<file path="config.mk">
export PLATFORM = sky130hd
export DESIGN_NAME = regfile_mp
export DESIGN_NICKNAME = d
export VERILOG_FILES = /design/src/rtl/regfile_pkg.sv /design/src/rtl/hilo_unit.sv /design/src/rtl/regfile_mp.sv
export SDC_FILE = /design/constraint.sdc
export NUM_CORES = 2
export LEC_CHECK = 0
export BUFFER_PORTS_ARGS = -buffer_cell sky130_fd_sc_hd__clkbuf_2
export CORE_MARGIN = 4
export CORE_UTILIZATION = 63
export CTS_BUF_LIST = sky130_fd_sc_hd__clkbuf_4
export DETAILED_ROUTE_END_ITERATION = 8
export PLACE_DENSITY = 0.82
export RECOVER_POWER = 25
export SYNTH_ARGS = -nofsm -noshare
export SYNTH_HDL_FRONTEND = slang
export SYNTH_HIERARCHICAL = 1
export SYNTH_SLANG_ARGS = --single-unit
</file>
<file path="constraint.sdc">
create_clock -name clk -period 5.9 [get_ports clk]
set_input_delay 1.77 -clock clk [delete_from_list [all_inputs] [get_ports clk]]
set_output_delay 1.77 -clock clk [all_outputs]
set_load 0.02 [all_outputs]
</file>
<file path="src/rtl/regfile_pkg.sv">
// Shared constants and packed-port field extraction for the multi-port register file.
package regfile_pkg;

  localparam int unsigned REGF_DATA_W = 32;
  localparam int unsigned REGF_ADDR_W = 5;
  localparam int unsigned ZERO_REG    = 0;
  localparam int unsigned VEC_MAX_W   = 256;
  localparam int unsigned FIELD_MAX_W = 64;

  // Returns field idx (w bits wide) of a packed vector; callers cast the result to their width.
  function automatic logic [FIELD_MAX_W-1:0] get_field(input logic [VEC_MAX_W-1:0] vec,
                                                       input int unsigned idx,
                                                       input int unsigned w);
    logic [VEC_MAX_W-1:0] mask_v;
    logic [VEC_MAX_W-1:0] shifted_v;
    mask_v    = (VEC_MAX_W'(1'b1) << w) - VEC_MAX_W'(1'b1);
    shifted_v = (vec >> (idx * w)) & mask_v;
    return shifted_v[FIELD_MAX_W-1:0];
  endfunction

endpackage

</file>
<file path="src/rtl/hilo_unit.sv">
// HI/LO pair for the mul/div unit: write priority, optional forwarding and pending flag.
module hilo_unit
  import regfile_pkg::*;
#(
  parameter int unsigned DATA_W = REGF_DATA_W,
  parameter int unsigned BYPASS = 1
) (
  input  logic                clk,
  input  logic                rst,
  input  logic                flush,
  input  logic                hi_we,
  input  logic                lo_we,
  input  logic                hilo_we,
  input  logic [DATA_W-1:0]   hi_i,
  input  logic [DATA_W-1:0]   lo_i,
  input  logic [2*DATA_W-1:0] hilo_i,
  input  logic                hilo_set_busy,
  output logic [DATA_W-1:0]   hi_o,
  output logic [DATA_W-1:0]   lo_o,
  output logic                hilo_busy
);

  logic [DATA_W-1:0] hi_r, lo_r, hi_nxt_s, lo_nxt_s;
  logic              busy_r, busy_nxt_s, any_we_s;

  assign any_we_s = hilo_we | hi_we | lo_we;

  // Next-state: combined write beats per-half writes; flush beats set beats clear.
  always_comb begin
    hi_nxt_s   = hi_r;
    lo_nxt_s   = lo_r;
    busy_nxt_s = busy_r;
    if (hilo_we) begin
      hi_nxt_s = hilo_i[2*DATA_W-1:DATA_W];
      lo_nxt_s = hilo_i[DATA_W-1:0];
    end else begin
      hi_nxt_s = hi_we ? hi_i : hi_r;
      lo_nxt_s = lo_we ? lo_i : lo_r;
    end
    if (flush)              busy_nxt_s = 1'b0;
    else if (hilo_set_busy) busy_nxt_s = 1'b1;
    else if (any_we_s)      busy_nxt_s = 1'b0;
    else                    busy_nxt_s = busy_r;
  end

  // State registers with asynchronous clear.
  always_ff @(posedge clk or negedge rst) begin
    if (!rst) begin
      hi_r   <= '0;
      lo_r   <= '0;
      busy_r <= 1'b0;
    end else begin
      hi_r   <= hi_nxt_s;
      lo_r   <= lo_nxt_s;
      busy_r <= busy_nxt_s;
    end
  end

  // Forwarding is held off during reset so outputs read zero while rst is low.
  always_comb begin
    if ((BYPASS != 32'd0) && rst) begin
      hi_o      = hi_nxt_s;
      lo_o      = lo_nxt_s;
      hilo_busy = busy_r & ~any_we_s;
    end else begin
      hi_o      = hi_r;
      lo_o      = lo_r;
      hilo_busy = busy_r;
    end
  end

endmodule

</file>
<file path="src/rtl/regfile_mp.sv">
// Parametrised multi-read-port GPR file with pending-write scoreboard and HI/LO unit.
module regfile_mp
  import regfile_pkg::*;
#(
  parameter int unsigned DATA_W = REGF_DATA_W,
  parameter int unsigned ADDR_W = REGF_ADDR_W,
  parameter int unsigned NUM_RD = 2,
  parameter int unsigned BYPASS = 1
) (
  input  logic                     clk,
  input  logic                     rst,
  input  logic [NUM_RD*ADDR_W-1:0] raddr,
  output logic [NUM_RD*DATA_W-1:0] rdata,
  output logic [NUM_RD-1:0]        rbusy,
  input  logic                     we,
  input  logic [ADDR_W-1:0]        waddr,
  input  logic [DATA_W-1:0]        wdata,
  input  logic                     set_busy,
  input  logic [ADDR_W-1:0]        set_addr,
  input  logic                     flush,
  input  logic                     hi_we,
  input  logic                     lo_we,
  input  logic                     hilo_we,
  input  logic [DATA_W-1:0]        hi_i,
  input  logic [DATA_W-1:0]        lo_i,
  input  logic [2*DATA_W-1:0]      hilo_i,
  input  logic                     hilo_set_busy,
  output logic [DATA_W-1:0]        hi_o,
  output logic [DATA_W-1:0]        lo_o,
  output logic                     hilo_busy
);

  localparam int unsigned         NREG      = 1 << ADDR_W;
  localparam logic [ADDR_W-1:0]   ZERO_ADDR = ADDR_W'(ZERO_REG);

  logic [DATA_W-1:0] gpr_r [NREG];
  logic [NREG-1:0]   busy_r, busy_nxt_s;
  logic              wr_ok_s, set_ok_s, fwd_ok_s;

  assign wr_ok_s  = we && (waddr != ZERO_ADDR);
  assign set_ok_s = set_busy && (set_addr != ZERO_ADDR);
  assign fwd_ok_s = (BYPASS != 32'd0) && rst && wr_ok_s;

  // GPR storage; register 0 is never written.
  always_ff @(posedge clk or negedge rst) begin
    if (!rst) begin
      for (int unsigned r = 0; r < NREG; r++) gpr_r[r] <= '0;
    end else if (wr_ok_s) begin
      gpr_r[waddr] <= wdata;
    end
  end

  // Scoreboard next-state: a new producer (set) wins over a retiring one (write).
  always_comb begin
    busy_nxt_s = busy_r;
    if (flush) begin
      busy_nxt_s = '0;
    end else begin
      for (int unsigned r = 0; r < NREG; r++) begin
        if (set_ok_s && (set_addr == ADDR_W'(r)))  busy_nxt_s[r] = 1'b1;
        else if (wr_ok_s && (waddr == ADDR_W'(r))) busy_nxt_s[r] = 1'b0;
        else                                       busy_nxt_s[r] = busy_r[r];
      end
    end
  end

  // Scoreboard registers.
  always_ff @(posedge clk or negedge rst) begin
    if (!rst) busy_r <= '0;
    else      busy_r <= busy_nxt_s;
  end

  for (genvar gi = 0; gi < NUM_RD; gi++) begin : g_rd
    logic [ADDR_W-1:0] addr_s;
    logic [DATA_W-1:0] data_s;
    logic              busy_s;

    assign addr_s = ADDR_W'(get_field(VEC_MAX_W'(raddr), gi, ADDR_W));

    // Combinational read with optional same-cycle forwarding of the write port.
    always_comb begin
      if (!rst || (addr_s == ZERO_ADDR)) begin
        data_s = '0;
        busy_s = 1'b0;
      end else if (fwd_ok_s && (waddr == addr_s)) begin
        data_s = wdata;
        busy_s = 1'b0;
      end else begin
        data_s = gpr_r[addr_s];
        busy_s = busy_r[addr_s];
      end
    end

    assign rdata[gi*DATA_W +: DATA_W] = data_s;
    assign rbusy[gi]                  = busy_s;
  end

  hilo_unit #(
    .DATA_W (DATA_W),
    .BYPASS (BYPASS)
  ) u_hilo (
    .clk           (clk),
    .rst           (rst),
    .flush         (flush),
    .hi_we         (hi_we),
    .lo_we         (lo_we),
    .hilo_we       (hilo_we),
    .hi_i          (hi_i),
    .lo_i          (lo_i),
    .hilo_i        (hilo_i),
    .hilo_set_busy (hilo_set_busy),
    .hi_o          (hi_o),
    .lo_o          (lo_o),
    .hilo_busy     (hilo_busy)
  );

endmodule

</file>
Yosys cells after proc, flatten, opt, wreduce, memory -nomap -nowiden
Index checks and enable logic that the tools add are counted.
{"block": "op_classes", "n_addsub": 0, "n_mul": 0, "div_mod_pow": 0, "n_lt_le_gt_ge": 6, "eq_ne": 64, "shift": 0, "n_mux": 96, "bitwise_logic": 7, "reduce_logical": 112}
{"op": "$bwmux 1024", "count": 1}
{"op": "$mux 32", "count": 16}
{"op": "$bmux 32 s5", "count": 2}
{"op": "$demux 32 s5", "count": 1}
{"op": "$eq 5x5->1 const B", "count": 32}
{"op": "$reduce_bool 3->1", "count": 33}
{"op": "$eq 5x4->1 const B", "count": 16}
{"op": "$mux 1", "count": 74}
{"op": "$logic_and 1x1->1", "count": 70}
{"op": "$eq 5x3->1 const B", "count": 8}
{"op": "$eq 5x2->1 const B", "count": 4}
{"op": "$logic_not 5->1", "count": 4}
{"op": "$ge 6x6->1 const B", "count": 3}
{"op": "$not 5->6", "count": 3}
{"op": "$lt 5x6->1 const B", "count": 2}
{"op": "$bmux 1 s5", "count": 2}
{"op": "$eq 5x1->1 const B", "count": 2}
{"op": "$eq 5x5->1", "count": 2}
{"op": "$reduce_bool 5->1", "count": 2}
{"op": "$lt 6x1->1 const B", "count": 1}
{"op": "$logic_or 1x1->1", "count": 2}
{"op": "$or 1x1->1", "count": 2}
{"op": "$and 1x1->1", "count": 1}
{"op": "$logic_not 1->1", "count": 1}
{"op": "$not 1->1", "count": 1}
{"block": "totals", "ff_bits": 1121, "latch_bits": 0, "mem_bits_rw": 0, "romBits": 0, "in_bits": 189, "output_inout_bits": 131, "wordCells": 352, "memories": 0}

Longest topological paths before layout
{"block": "depth", "word_depth": 6, "ltp_mapped": 10}

Cells and area by module
Netlist, hierarchy kept.
{"module": "regfile_mp", "n_inst": 1, "cells_each": 3885, "area_each_um2": 57062.2, "seq_area_each_um2": 26425.3}
{"module": "hilo_unit", "n_inst": 1, "cells_each": 379, "area_each_um2": 4707.0, "seq_area_each_um2": 1626.6}

Worst setup path after synthesis
No wires, ideal clock.
{"block": "synth_timing", "kind": "input to output", "from": "in raddr[6]", "to": "out rdata[33]", "arrival_ps": 3608, "setup_slack_ps": 522, "path_stages": 8, "n_path_buf": 4, "cell_sequence": "buf_2 > buf_2 > buf_2 > buf_1 > mux4_2 > a22oi_1 > a21oi_1 > a211o_1"}
{"block": "synth_via", "elab_chain_len": 6, "elab_cells_between_ends": 10, "cone_classes": "eq/ne: 1; mux: 5; bitwise: 1; reduce/logical: 3"}
{"item": "start: declaration", "line_no": "regfile_mp.sv:12", "text": "input logic [NUM_RD*ADDR_W-1:0] raddr,"}
{"item": "$not 5->6 (not written as such)", "line_no": "regfile_mp.sv:89", "text": "data_s = gpr_r[addr_s];"}
{"item": "$bmux 32 s5", "line_no": "regfile_mp.sv:89"}
{"item": "$mux 32 (not written as such) (2 in series)", "line_no": "regfile_mp.sv:89"}
{"item": "$mux 32", "line_no": "regfile_mp.sv:85", "text": "end else if (fwd_ok_s && (waddr == addr_s)) begin"}
{"item": "$mux 32 *", "line_no": "regfile_mp.sv:82", "text": "if (!rst || (addr_s == ZERO_ADDR)) begin"}
{"item": "end: declaration", "line_no": "regfile_mp.sv:13", "text": "output logic [NUM_RD*DATA_W-1:0] rdata,"}
Every way passes the cells marked *; elsewhere a longest branch is shown, timed or not. The select of a mux whose other input is x is not followed.

Worst setup path in the final report
{"block": "layout_timing", "from": "in waddr[4]", "to": "out rdata[49]"}
{"block": "layout_via", "elab_chain_len": 6, "elab_cells_between_ends": 7, "cone_classes": "eq/ne: 1; mux: 2; reduce/logical: 4"}
{"item": "start: declaration", "line_no": "regfile_mp.sv:16", "text": "input logic [ADDR_W-1:0] waddr,"}
{"item": "$reduce_bool 5->1", "line_no": "regfile_mp.sv:40", "text": "assign wr_ok_s = we && (waddr != ZERO_ADDR);"}
{"item": "$logic_and 1x1->1", "line_no": "regfile_mp.sv:40"}
{"item": "$logic_and 1x1->1", "line_no": "regfile_mp.sv:42", "text": "assign fwd_ok_s = (BYPASS != 32'd0) && rst && wr_ok_s;"}
{"item": "$logic_and 1x1->1 *", "line_no": "regfile_mp.sv:85"}
{"item": "$mux 32 *", "line_no": "regfile_mp.sv:85"}
{"item": "$mux 32 *", "line_no": "regfile_mp.sv:82"}
Every way passes the cells marked *; elsewhere a longest branch is shown, timed or not.

==> metrics <==
worst skew pair latency 1130 ps; final WL 184000 um; final hold viol count 0; routed len/inst 30.4 um; Register Area 28100 um2; clock transition at the registers of the reported paths 60 ps; Synth Area per Inst 14.5 um2; TritonCTS Sinks 1121; outcome complete, but fails checks; Net Count, Synth 4453; grt ovf 0; overall power 21.3 mW; Worst Max-Slew Pin Slew 3340 ps; reg2reg setup slack 4800 ps; CTS root buf clkbuf_4; first-pass GRT wire length 278000 um; routed vias 43300; Initial DRT Pass Iterations 6; Die H 321 um; final setup fails 0; post-route minimum period 5870 ps; die span in x 321 um; yosys warns 6; Multi-input gate area 31700 um2; most common cell after layout, fill and taps aside mux2_2; DRC viols 0; Final HPWL DP 111000 um; worst path required time 4130 ps; fin crit share 99.5%; fmax 170 MHz; final setup margin 32.0 ps; crit path max fanout 19; Max clock buf depth 4; GRT Util Overall 35.9%; Lkg Pwr 30.7 nW; H-tree lvl count 5; Initial Util 63.7%; post-route non-filler standard cell count 6061; drt via density 7.14; IO Pins 320; Crit Path Class in -> out; failing checks capacitance limit, slew limit; Yosys cell types 51; Placer Congestion 0.880; Syn Inst Count 4264; IR Drop Worst-Case VDD 0.000183 V; PwrDens 310 nW/um2; cts bufs inserted 310; synthesized area 61800 um2; largest net degree at the start of global routing 175; Final Max Slew Viols 364; RSZ-0062 raised after global routing no; Max Clock Skew 0 ps; DRT antenna net count 0; WP data arrival 4100 ps; initial antenna violation count 8; Port Buffer Count 319; row count 114; worst slack, placed -53.5 ps; class of the worst hold path reg -> reg; Worst slew margin -123%; vias in the first global route 45600; Critical Path Source Type primary input; # Max-Cap Violations 6; critical path endpoint category primary output; 1st-iter DRT viols 4795; Post-CTS Hold Buffers 0; Synth async-reset ratio 100%; area grow syn2layout 11.4%; Post-synth EDFFs 0; FF+latch count, synth 1121; Fill cells 6458; commonest non-fill, non-tap cells in the layout 1176 x mux2_2, 1121 x dfrtp_1, 470 x mux4_2; top_reg_cell synth dfrtp_1; die area 103000 um2; CTS tree done; core area 97000 um2; sequential area share after synthesis 45.4%; dpl cells 5554; layout cells sized above 1 55.4%; Final nets 4782
power breakdown:
group	switching, mW	total [mW]	internal (mW)	leakage (nW)
registers	1.01	10.1	9.07	14.3
clock network	3.24	6.58	3.34	2.12
logic	1.94	4.69	2.75	14.2
what timing repair did:
item,CTS,global route
setup buffers,0,3
endpoints found under the setup margin,2,1
endpoints found under the hold margin,0,0
pin swaps,0,1
resized for setup,2,0
Yosys cell counts, types with 47 or more instances:
master       n  share of area (%)
a21oi_1     50               0.41
buf_1       69               0.42
a221oi_1    93                1.3
mux2_2    1176                 21
clkbuf_1   251                1.5
mux2i_1    192                3.1
nand2_1     98               0.60
mux4_2     470                 17
a221o_1     64                1.0
buf_2      132                1.1
and4b_1     64                1.0
dfrtp_1   1121                 45
a22oi_1     47               0.57
a211oi_1    66               0.80
layout make-up:
cell class              count  share of cell area (%)
clock inverters            69                   0.411
diodes                      5                  0.0182
inverters                   3                  0.0164
clock buffers             430                    4.69
repair buffers            515                    5.75
well taps                1276                    2.32
flip-flops and latches   1121                    40.8
multi-input cells        2642                    46.0
per-layer routing:
layer / GRT usage [%] / up-vias / routed length, um
met5: 0 / - / 30
met4: 20.3 / 4 / 11500
li1: - / 17500 / -
met3: 10.1 / 698 / 19500
met2: 55.3 / 2639 / 85300
met1: 46.4 / 22500 / 67600
kinds of logic (layout without fill, tap and decap cells):
family                 Yosys count  after routing  share of synthesized area, %
multiplexers                  1845           1845                          41.8
flip-flops                    1121           1121                          45.4
AO/OA/AOI/OAI                  505            505                          6.24
buffers and inverters          501           1017                          3.66
AND/OR/NAND/NOR                282            282                          2.73
XOR/XNOR                        10             10                         0.142
other                            0              5                             0
worst paths after layout:
check / cells past startpoint / startpoint / to
worst max register to register: 2 / u_hilo/busy_r / u_hilo/busy_r
min in group asynchronous: 1 / rst / gpr_r[808]
max in group asynchronous: 3 / rst / gpr_r[103]
worst min register to register: 0 / gpr_r[1019] / gpr_r[1019]
worst min-delay path: 0 / gpr_r[1019] / gpr_r[1019]
worst max-delay path: 8 / waddr[4] / rdata[49]
state kept, by name (all words and copies together), names as in the netlist:
register,cells
u_hilo/hi_r,32
u_hilo/busy_r,1
gpr_r,1024
busy_r,32
u_hilo/lo_r,32
critical path, cell delays in order:
cell      delay (ps)
clkbuf_2         150
or2_1            330
o311ai_2         330
o211ai_1         270
buf_12           260
a211oi_1         570
a211o_1          190
clkbuf_2         180
per-stage QoR:
stage | utilization [%] | setup TNS (ps) | hold WS (ps) | area, um2
2_1_floorplan | - | 0 | 441 | 61800
3_5_place_dp | 67.3 | -86.1 | 382 | 65300
6_report | 71.0 | 0 | 395 | 68800
5_1_grt | 71.0 | 0 | 405 | 68800
4_1_cts | 70.9 | 0 | 388 | 68800
3_3_place_gp | 67.3 | -68.5 | 380 | 65300
(Power assumes the default switching activity.)
